[src/rtl/score_display_ctrl.sv]
// Binary score -> BCD (serial double dabble) -> time-shared 7-seg decoder -> HEX registers.
// Optional build macro LEADING_ZERO_BLANK_EN blanks zero digits above the highest nonzero digit.
module score_dd_nibble (
  input  logic [3:0] d,
  output logic [3:0] q
);
  assign q = (d >= 4'd5) ? d + 4'd3 : d;
endmodule

module score_display_ctrl #(
  parameter int SCORE_W = 14,
  parameter int DIGITS  = 4
) (
  input  logic                  clk,
  input  logic                  rst_n,
  input  logic                  load,
  input  logic [SCORE_W-1:0]    score_in,
  output logic                  busy,
  output logic                  done,
  output logic [3:0]            dec_digit,
  input  logic [6:0]            dec_seg,
  output logic [7*DIGITS-1:0]   hex_out
);
  localparam int IDX_W = (DIGITS > 1) ? $clog2(DIGITS) : 1;
  localparam int CNT_W = $clog2(SCORE_W + 1);

  function automatic longint unsigned pow10(input int n);
    longint unsigned p = 1;
    for (int i = 0; i < n; i++) p = p * 10;
    return p;
  endfunction

  localparam longint unsigned LIMIT = pow10(DIGITS) - 1;

  typedef enum logic [1:0] {IDLE, CONV, SCAN, DONE} state_t;

  state_t                    state;
  logic [SCORE_W-1:0]        bin;
  logic [DIGITS-1:0][3:0]    bcd;
  logic [DIGITS-1:0][3:0]    bcd_adj;
  logic [DIGITS-1:0][6:0]    hex_r;
  logic [CNT_W-1:0]          cnt;
  logic [IDX_W-1:0]          idx;
  logic [SCORE_W-1:0]        sat;

  assign hex_out = hex_r;

  always_comb begin
    sat = score_in;
    if ({{(64-SCORE_W){1'b0}}, score_in} > LIMIT) sat = LIMIT[SCORE_W-1:0];
  end

  // add-3 correction per nibble; carries never cross nibble boundaries
  for (genvar i = 0; i < DIGITS; i++) begin : g_nib
    score_dd_nibble u_nib (.d(bcd[i]), .q(bcd_adj[i]));
  end

`ifdef LEADING_ZERO_BLANK_EN
  logic [DIGITS-1:0] lz;
  assign lz[0] = 1'b0;
  for (genvar i = 1; i < DIGITS; i++) begin : g_lz
    assign lz[i] = (bcd[DIGITS-1:i] == '0);
  end
`endif

  always_comb begin
    dec_digit = 4'hF;
    if (state == SCAN) begin
      dec_digit = bcd[idx];
`ifdef LEADING_ZERO_BLANK_EN
      if (lz[idx]) dec_digit = 4'hF;
`endif
    end
  end

  always_ff @(posedge clk or negedge rst_n) begin
    if (!rst_n) begin
      state <= IDLE;
      busy  <= 1'b0;
      done  <= 1'b0;
      bin   <= '0;
      bcd   <= '0;
      cnt   <= '0;
      idx   <= '0;
      hex_r <= '1;
    end else begin
      case (state)
        IDLE: begin
          done <= 1'b0;
          if (load) begin
            bin   <= sat;
            bcd   <= '0;
            cnt   <= '0;
            busy  <= 1'b1;
            state <= CONV;
          end
        end
        CONV: begin
          {bcd, bin} <= {bcd_adj, bin} << 1;
          cnt        <= cnt + 1'b1;
          if (cnt == CNT_W'(SCORE_W - 1)) begin
            idx   <= '0;
            state <= SCAN;
          end
        end
        SCAN: begin
          hex_r[idx] <= dec_seg;
          idx        <= idx + 1'b1;
          if (idx == IDX_W'(DIGITS - 1)) begin
            busy  <= 1'b0;
            done  <= 1'b1;
            state <= DONE;
          end
        end
        DONE: begin
          done  <= 1'b0;
          state <= IDLE;
        end
        default: state <= IDLE;
      endcase
    end
  end
endmodule

[config.mk]
export PLATFORM = sky130hd
export DESIGN_NAME = score_display_ctrl
export DESIGN_NICKNAME = d
export VERILOG_FILES = /design/src/rtl/score_display_ctrl.sv
export SDC_FILE = /design/constraint.sdc
export NUM_CORES = 1
export LEC_CHECK = 0
export CAP_MARGIN = 20
export CORE_ASPECT_RATIO = 0.8
export CORE_UTILIZATION = 57
export DETAILED_ROUTE_END_ITERATION = 6
export DONT_BUFFER_PORTS = 1
export PLACE_DENSITY_LB_ADDON = 0.3
export SETUP_SLACK_MARGIN = 0.1
export SYNTH_ARGS = -nofsm -noshare
export SYNTH_HDL_FRONTEND = slang
export SYNTH_SLANG_ARGS = --single-unit
export TNS_END_PERCENT = 50
[constraint.sdc]
create_clock -name clk -period 1.7 [get_ports clk]
set_input_delay 0.085 -clock clk [delete_from_list [all_inputs] [get_ports clk]]
set_output_delay 0.085 -clock clk [all_outputs]
set_load 0.01 [all_outputs]
==> flow_summary.ini, run 1 <==
[floorplanning]
die_area_mm2 = 0.00623
die_y_um = 70.8
boundaryPins = 58
rows = 24
die_w_um = 88.0
start_util = 0.604
core_mm2 = 0.00559

[routing]
ant_nets = 0
via_per_inst = 5.93
wl_per_cell_um = 18.8
vias = 2376
routed_wl_um = 7550
drtIter0Drc = 184
first_pass_iters = 4
drc_errors = 0

[layout]
area_growth_pct = 23.1
n_antenna_cell = 0
stdcell_area_mm2 = 0.00415
nets = 359
mostFrequentLayoutCells = dfrtp_1, mux2_2, dfstp_2
fillers = 353
multiInputGateArea_mm2 = 0.00162
drive_gt1_frac = 0.399
regArea_mm2 = 0.00174
mostFrequentLayoutCell = dfrtp_1

[critical_path]
path_buf_inv = 2
cp-start-kind = register
startpoint = idx[1]$_DFFE_PN0P_
crit_path_end_kind = output pin
crit_required_ps = 1620
crit_type = reg2out
path_max_fanout = 5
rr_startpoint = state[0]$_DFFE_PN0P_
rr_worst_depth = 6
cp_top_family = flip-flops
r2r-end = cnt[2]$_DFFE_PN0P_
r2r_slack_ps = 90
path_cells = buf_6 > buf_4 > mux4_2 > nand2b_4
crit_path_top_delay_cell = dfrtp_2
slowest_delay_ps = 470
arrival_ps = 1540

[sta]
rsz0062_at_grt = true
final_hold_viol_count = 68
final_max_slew_viol_count = 0
tns_ps = 0
tightest_slew_ps = 515
min_period_ps = 1620
fmax_mhz = 617
holdWs_ps = -569
min_period_over_period = 0.954
slew-limit-headroom = 0.652
fin_worst_skew_ps = 5.02
finalSetupViolCount = 0

[pwr]
irDropWorstVdd_mv = 1.18
powerDensity_mw_per_mm2 = 2070
p_leak_nw = 1.78

[clock_network]
root_buffer = clkbuf_8
clockBufferDepth = 2
clock_latency_ps = 340
numCtsBuffers = 9
cts_tree = yes
cts.sinks = 68
cts.reportedPaths.clkPinSlew_ps = 70
htreeDepth = 3
hold_buffers = 21

[synthesis]
synth_xor_area_frac = 0.0156
synth-compound-area-share = 0.145
synth-simple-area-share = 0.0709
synth_edf_count = 0
yosys_warnings = 0
synth_top_family_by_area = multiplexers
synth-main-ff-cell = dfrtp_1
synthesis.area_mm2 = 0.00337
async_flop_share = 1.00
synthesis.nets = 314
avgSynthCellArea_um2 = 12.4
synthCells = 273
yosysSeqAreaShare = 0.515
synth.top_cell.area_share = 0.297
muxShareOfSynthArea = 0.146
synth-seq-cells = 68
yosys-top-cells-area = dfrtp_1, dfstp_2, mux2_2
synth.distinct_cells = 45
synth-adder-area-share = 0.0631
yosysTopAreaCell = dfrtp_1

[global_routing]
overflow = 0
grt_max_degree = 69
grt_pass1_vias = 2366
antenna_found_initial = 0
grt_usage = 0.255
grt_pass1_wl_um = 11700

[status]
status = finished, violations left
violations = hold timing

[placed_design]
placed_area_mm2 = 0.00347
dpl.hpwl_um = 4650
port-buffer-count = 0
routabilityCongestion = 0.810

[run]
drv_cap = 0

[worst_hold_path]
hp-class = in2async
==> power by group <==
group          internal (mW)  switching, mW
Clock                  0.819          0.618
Combinational           1.96           1.79
Sequential              2.63          0.771
Total                   5.41           3.18
==> cells by family after synthesis <==
family                   after synthesis
multiplexers                          40
AO/OA/AOI/OAI                         66
XOR/XNOR                               6
flip-flops                            68
adder cells (fa/ha/maj)               17
buffers and inverters                 29
AND/OR/NAND/NOR                       47
==> worst max path at each step <==
stage,end,depth (start not counted),slack (ps)
after floorplan,bin[4]$_DFFE_PN0P_,8,180
after global placement,state[1]$_DFFE_PN0P_,5,100
after detailed placement,state[1]$_DFFE_PN0P_,5,30
after CTS,dec_digit[0],3,80
after global routing,bin[4]$_DFFE_PN0P_,6,20
final,dec_digit[3],4,80
==> sequential cells by signal, summed over array words and instances, names as in the netlist <==
register  cells
bcd          16
idx           2
busy          1
hex_out      28
cnt           4
bin          14
state         2
done          1
==> stage by stage <==
step / hold WS [ps] / power, mW / util / worst slack, ps / cells
after detailed placement: -208 / 6.38 / 0.622 / 29.7 / 350
final: -569 / 8.59 / 0.743 / 79.0 / 401
after floorplan: -211 / 5.64 / - / 176 / 273
after global placement: -208 / 6.24 / 0.622 / 101 / 350
after global routing: -597 / 9.12 / 0.743 / 18.6 / 401
after CTS: -590 / 8.11 / 0.714 / 81.3 / 393
==> synthesized netlist by cell type, types with 2 or more instances <==
cell and number:
o21a_1 3, o31ai_1 4, a22oi_1 2, mux2i_1 5, a22o_1 5, o21ai_0 7
o22ai_1 11, o21ai_1 2, ha_1 17, nor2_1 14, o22a_1 3, dfrtp_1 40
nand3_1 3, dfstp_2 28, mux2_2 29, buf_2 5, nand2b_1 7, a222oi_1 4
xnor2_1 4, a21oi_1 12, inv_1 18, xor2_1 2, nor3b_1 3, buf_6 4
a32o_1 5, nand2_1 14, mux4_2 4
==> layer usage <==
layer	vias to the layer above	routed length (um)	track usage
li1	1091	-	-
met1	1204	3210	0.335
met2	71	3820	0.397
met3	10	422	0.0723
met4	0	97	0.107
met5	-	0	0
==> final cells by class <==
type,instances,area share
Clock buffer,9,0.0298
Tap cell,78,0.0235
Timing Repair Buffer,43,0.0989
Multi-Input combinational cell,177,0.390
Clock inverter,7,0.0220
Inverter,19,0.0172
Sequential cell,68,0.419
==> repair_timing <==
action,in CTS,in global routing
hold endpoints to repair,110,68
setup endpoints to repair,29,62
cloned,1,0
pin swaps,1,4
setup buffers,5,8
resized for setup,9,26
Note: power is estimated with default switching activity, not from simulation.
==> run 2: changes to the inputs <==
--- a/constraint.sdc
+++ b/constraint.sdc
@@ -3,2 +3,2 @@
 set_output_delay 0.085 -clock clk [all_outputs]
-set_load 0.01 [all_outputs]
+set_load 0.05 [all_outputs]
==> run 2 against run 1 <==
Against the previous run:
- sequential share of layout area is 0.69 points lower
- critical endpoint is now dec_digit[2]
- setup slack lost 79 ps
- hold slack improved by 3.9 ps
- count of clock-buffer cells in the layout up 5
- clock skew rose by 1.3 ps
- the run ends with hold timing, setup timing left
- first-iteration DRC count fell by 38%
==> flow_summary.ini, run 2 (same netlist as run 1, synthesis figures left out) <==
[floorplanning]
die_y_um = 70.8
boundaryPins = 58
core_mm2 = 0.00559
die_area_mm2 = 0.00623
rows = 24
die_w_um = 88.0
start_util = 0.604

[routing]
wl_met2_um = 3710
routed_wl_um = 7620
top_layer_used = met4
wl_met1_um = 3300
wl_per_cell_um = 19.0
vias = 2399
drtIter0Drc = 115
via_per_inst = 5.98
wl_met3_um = 442
ant_nets = 0
first_pass_iters = 5
drc_errors = 0

[clock_network]
clock_latency_ps = 340
root_buffer = clkbuf_8
cts.reportedPaths.clkPinSlew_ps = 70
cts_tree = yes
htreeDepth = 3
clockBufferDepth = 2
numCtsBuffers = 9
cts.sinks = 68
hold_buffers = 21

[sta]
min_period_ps = 1700
rsz0062_at_grt = true
finalSetupViolCount = 1
slew-limit-headroom = 0.634
tightest_slew_ps = 544
setup_slack_ps = -0.320
holdWs_ps = -565
final_max_slew_viol_count = 0
min_period_over_period = 1.00
fin_worst_skew_ps = 6.30
final_hold_viol_count = 68
fmax_mhz = 588

[layout]
largest_reg_flops = 28
area_growth_pct = 25.0
mostFrequentLayoutCell = dfrtp_1
drive_gt1_frac = 0.427
n_antenna_cell = 0
final-instance-count-excl-fill = 401
stdcell_area_mm2 = 0.00422
mostFrequentLayoutCells = dfrtp_1, mux2_2, dfstp_2
nets = 359

[critical_path]
path_cells = mux4_2 > nand2b_4 > buf_6
cp-start-kind = register
crit_path_end_kind = output pin
r2r_slack_ps = 90
slowest_delay_ps = 500
crit_required_ps = 1620
crit_type = reg2out
rr_startpoint = idx[0]$_DFFE_PN0P_
cp_top_family = multiplexers
worst-path-stages = 3
path_buf_inv = 1
arrival_ps = 1620
startpoint = bcd[2]$_DFFE_PN0P_
path_max_fanout = 6
crit_path_top_delay_cell = mux4_2
rr_worst_depth = 5

[placed_design]
placed_area_mm2 = 0.00352
routabilityCongestion = 0.802
port-buffer-count = 0
dp.cells = 355
dpl.hpwl_um = 4550

[global_routing]
antenna_found_initial = 0
grt_usage = 0.255
overflow = 0
grt_pass1_vias = 2401
grt_pass1_wl_um = 11900
grt_max_degree = 69

[status]
status = finished, violations left
violations = hold timing, setup timing

[worst_hold_path]
hp-class = in2async

[run]
drv_cap = 0
-- run 2: area by class of cell --
cell class	instances	area (um2)
Clock buffer	14	163
Clock inverter	2	35.0
Fill cell	341	1370
Inverter	19	71.3
Multi-Input combinational cell	177	1670
Sequential cell	68	1740
Tap cell	78	97.6
Timing Repair Buffer	43	444
-- run 2: timing repair --
action                                  in CTS  in global routing
hold endpoints to repair                   110                 68
endpoints found under the setup margin      47                 33
gates cloned                                 0                  2
pin swaps                                    3                 11
setup buffers                                4                  3
gates resized for setup                     23                 26
-- run 2: per-stage QoR --
step / setup WS [ps] / TNS, ps / utilization
floorplan: 176 / 0 / -
global placement: 63.5 / 0 / 0.631
detailed placement: 30.9 / 0 / 0.631
CTS: -5.98 / -10.1 / 0.727
global route: -48.5 / -114 / 0.755
finish: -0.320 / -0.320 / 0.755
-- run 2: metal layers --
metal / up-vias / global-route usage
met3: 18 / 0.0817
li1: 1088 / -
met4: 0 / 0.0656
met2: 80 / 0.407
met5: - / 0
met1: 1213 / 0.341
-- run 2: worst paths after layout --
kind / to
min in group clk: bin[11]$_DFFE_PN0P_
max: dec_digit[2]
max reg2reg: state[1]$_DFFE_PN0P_
min reg2reg: bin[6]$_DFFE_PN0P_
min: bcd[6]$_DFFE_PN0P_
max in group asynchronous: hex_out[18]$_DFFE_PN1P_
Power of run 2 is left out: the tool's default activity adds up to more than one toggle a clock period on the data nets, which glitch-free logic cannot reach.
==> run 3: changes to the inputs <==
- ABC_AREA: not set -> 1
==> run 3 against run 2 <==
Against the previous run:
- the run ends with hold timing left
- critical path type unchanged
- via count increased by 21%
- fmax rose by 7.8%
- final cell count is 34% higher
- clock skew about the same
- non-clock buffer count shrank 7
- first-iteration DRC count grew 130%
- synthesized area is 2.2% higher
- hold slack got worse by 17 ps
- utilization shrank 2.7 points
- sequential share of layout area grew 1.1 points
- synthesized cell count increased by 55%
==> flow_summary.ini, run 3 <==
[synthesis]
synth-main-ff-cell = dfrtp_1
synthCells = 423
synth.distinct_cells = 24
yosysTopAreaCell = dfrtp_1
synthesis.nets = 464
async_flop_share = 1.00
avgSynthCellArea_um2 = 8.14
synthesis.area_mm2 = 0.00344
yosysSeqAreaShare = 0.504
synth-seq-cells = 68
ys_top_cells_by_count = nand2_1, o21ai_0, inv_1, dfrtp_1, nor2_1
synth.most_common_cell = nand2_1
yosys_warnings = 0
synth_edf_count = 0
synth.top_cell.area_share = 0.291
yosys-top-cells-area = dfrtp_1, dfstp_2, nand2_1

[layout]
area_growth_pct = 19.4
fillers = 435
final_util = 0.728
multiInputGateArea_mm2 = 0.00148
drive_gt1_frac = 0.167
mostFrequentLayoutCells = nand2_1, o21ai_0, inv_1
n_antenna_cell = 0
largest_reg_flops = 28
regArea_mm2 = 0.00174
mostFrequentLayoutCell = nand2_1
nets = 497
final-instance-count-excl-fill = 539

[clock_network]
cts_tree = yes
cts.sinks = 68
root_buffer = clkbuf_8
hold_buffers = 19
cts.reportedPaths.clkPinSlew_ps = 80
htreeDepth = 3
numCtsBuffers = 9
clockBufferDepth = 2
clock_latency_ps = 360

[pwr]
p_leak_nw = 1.99
switching_share = 0.486
powerDensity_mw_per_mm2 = 2260
p_comb_frac = 0.362
power_switching_mw = 4.51
p_int_mw = 4.77
irDropWorstVdd_mv = 1.91
clockPowerShare = 0.161
seq_power_share = 0.476

[critical_path]
crit_type = reg2out
path_buf_inv = 2
crit_path_end_kind = output pin
cp_top_family = flip-flops
crit_path_top_delay_cell = dfrtp_2
cp-start-kind = register
slowest_delay_ps = 440
crit_required_ps = 1620
path_cells = buf_6 > a21oi_1 > o21ai_0 > nand3_1 > buf_4
arrival_ps = 1490
path_max_fanout = 10

[global_routing]
busiest_layer = met2
grt_max_degree = 69
use_met1 = 0.358
grt_pass1_vias = 2752
overflow = 0
antenna_found_initial = 0
use_met2 = 0.426
grt_pass1_wl_um = 12700
grt_usage = 0.267
met3_usage = 0.0634

[run]
drv_cap = 0

[routing]
ant_nets = 0
drc_errors = 0
via_per_inst = 5.37
wl_per_cell_um = 14.3
vias = 2894
drtIter0Drc = 265
routed_wl_um = 7700
first_pass_iters = 4

[placed_design]
routabilityCongestion = 0.844
pre_cts_ws_ps = 61.3
port-buffer-count = 0
dp.cells = 498
dpl.hpwl_um = 5080

[status]
violations = hold timing
status = finished, violations left

[floorplanning]
boundaryPins = 58
core_mm2 = 0.00565
die_area_mm2 = 0.00636
start_util = 0.610
die_w_um = 88.9
rows = 24
die_y_um = 71.5

[sta]
tightest_slew_ps = 491
fmax_mhz = 634
min_period_over_period = 0.928
min_period_ps = 1580
finalSetupViolCount = 0
tns_ps = 0
fin_worst_skew_ps = 5.89
setup_slack_ps = 123
rsz0062_at_grt = true
slew-limit-headroom = 0.673
final_hold_viol_count = 68
final_max_slew_viol_count = 0
holdWs_ps = -582

[worst_hold_path]
hp-class = in2async
run 3: cell types whose count changed after synthesis, sizes merged, moves of 5 or more:
| cell | change |
|---|---|
| nand2 | +104 |
| o21ai | +54 |
| inv | +34 |
| mux2 | -31 |
| nand3 | +18 |
| nor2 | +17 |
| nand2b | -8 |
| a21oi | +6 |
| a22o | -5 |
| a32o | -5 |
run 3: cells by family after synthesis:
logic type	Yosys count	synth area share
AO/OA/AOI/OAI	94	0.142
XOR/XNOR	3	0.00763
adder cells (fa/ha/maj)	17	0.0617
buffers and inverters	67	0.0799
flip-flops	68	0.504
multiplexers	1	0.00291
AND/OR/NAND/NOR	173	0.202
run 3: worst register-to-register path, cell delays in order (launching register included):
cell	delay, ps
dfrtp_1	410
inv_2	90
ha_4	180
nand2_2	110
nand2_4	100
nand2_4	140
inv_4	70
clkbuf_16	160
o21ai_1	140
nand2_1	60
run 3: power by group through the flow:
stage | clock, mW | sequential, mW | combinational (mW)
after floorplan | 0 | 4.27 | 2.30
after global placement | 0 | 4.42 | 2.78
after detailed placement | 0 | 4.45 | 2.92
after CTS | 1.53 | 4.43 | 3.05
after global routing | 1.58 | 4.51 | 3.78
final | 1.50 | 4.42 | 3.36
run 3: metal layers:
| metal | wire, um | vias up |
|---|---|---|
| met5 | 0 | - |
| met1 | 3540 | 1367 |
| met2 | 3680 | 87 |
| li1 | - | 1426 |
| met4 | 94 | 0 |
| met3 | 386 | 14 |
run 3: cell type report:
cell class,count,area share
clock buffer,9,0.0301
clock inverter,7,0.0240
inverter,53,0.0502
sequential,68,0.423
tap,78,0.0237
timing repair buffer,36,0.0883
multi-input combinational,288,0.361
run 3: worst paths after layout:
path                                      start                      to  slack, ps  cells after the start
max                          idx[0]$_DFFE_PN0P_            dec_digit[2]        120                      5
min                                       rst_n      idx[0]$_DFFE_PN0P_       -580                      0
max reg2reg                state[1]$_DFFE_PN0P_     bcd[15]$_DFFE_PN0P_        140                      9
min reg2reg                  bin[9]$_DFFE_PN0P_      bin[9]$_DFFE_PN0P_        480                      2
max in group asynchronous                 rst_n  hex_out[6]$_DFFE_PN1P_       2090                      0
min in group clk                   score_in[13]     bin[13]$_DFFE_PN0P_         20                      4
run 3: metrics by stage:
| step | hold slack [ps] | power (mW) | area [um2] |
|---|---|---|---|
| CTS | -594 | 9.01 | 4010 |
| detailed placement | -208 | 7.37 | 3560 |
| global placement | -209 | 7.21 | 3560 |
| finish | -582 | 9.28 | 4110 |
| global route | -598 | 9.86 | 4110 |
| floorplan | -211 | 6.56 | 3440 |
run 3: repair_timing:
item | CTS | global route
pin swaps | 1 | 2
gates resized for setup | 8 | 17
buffers inserted | 2 | 3
cloned | 0 | 1
endpoints found under the setup margin | 12 | 32
hold endpoints to repair | 108 | 68
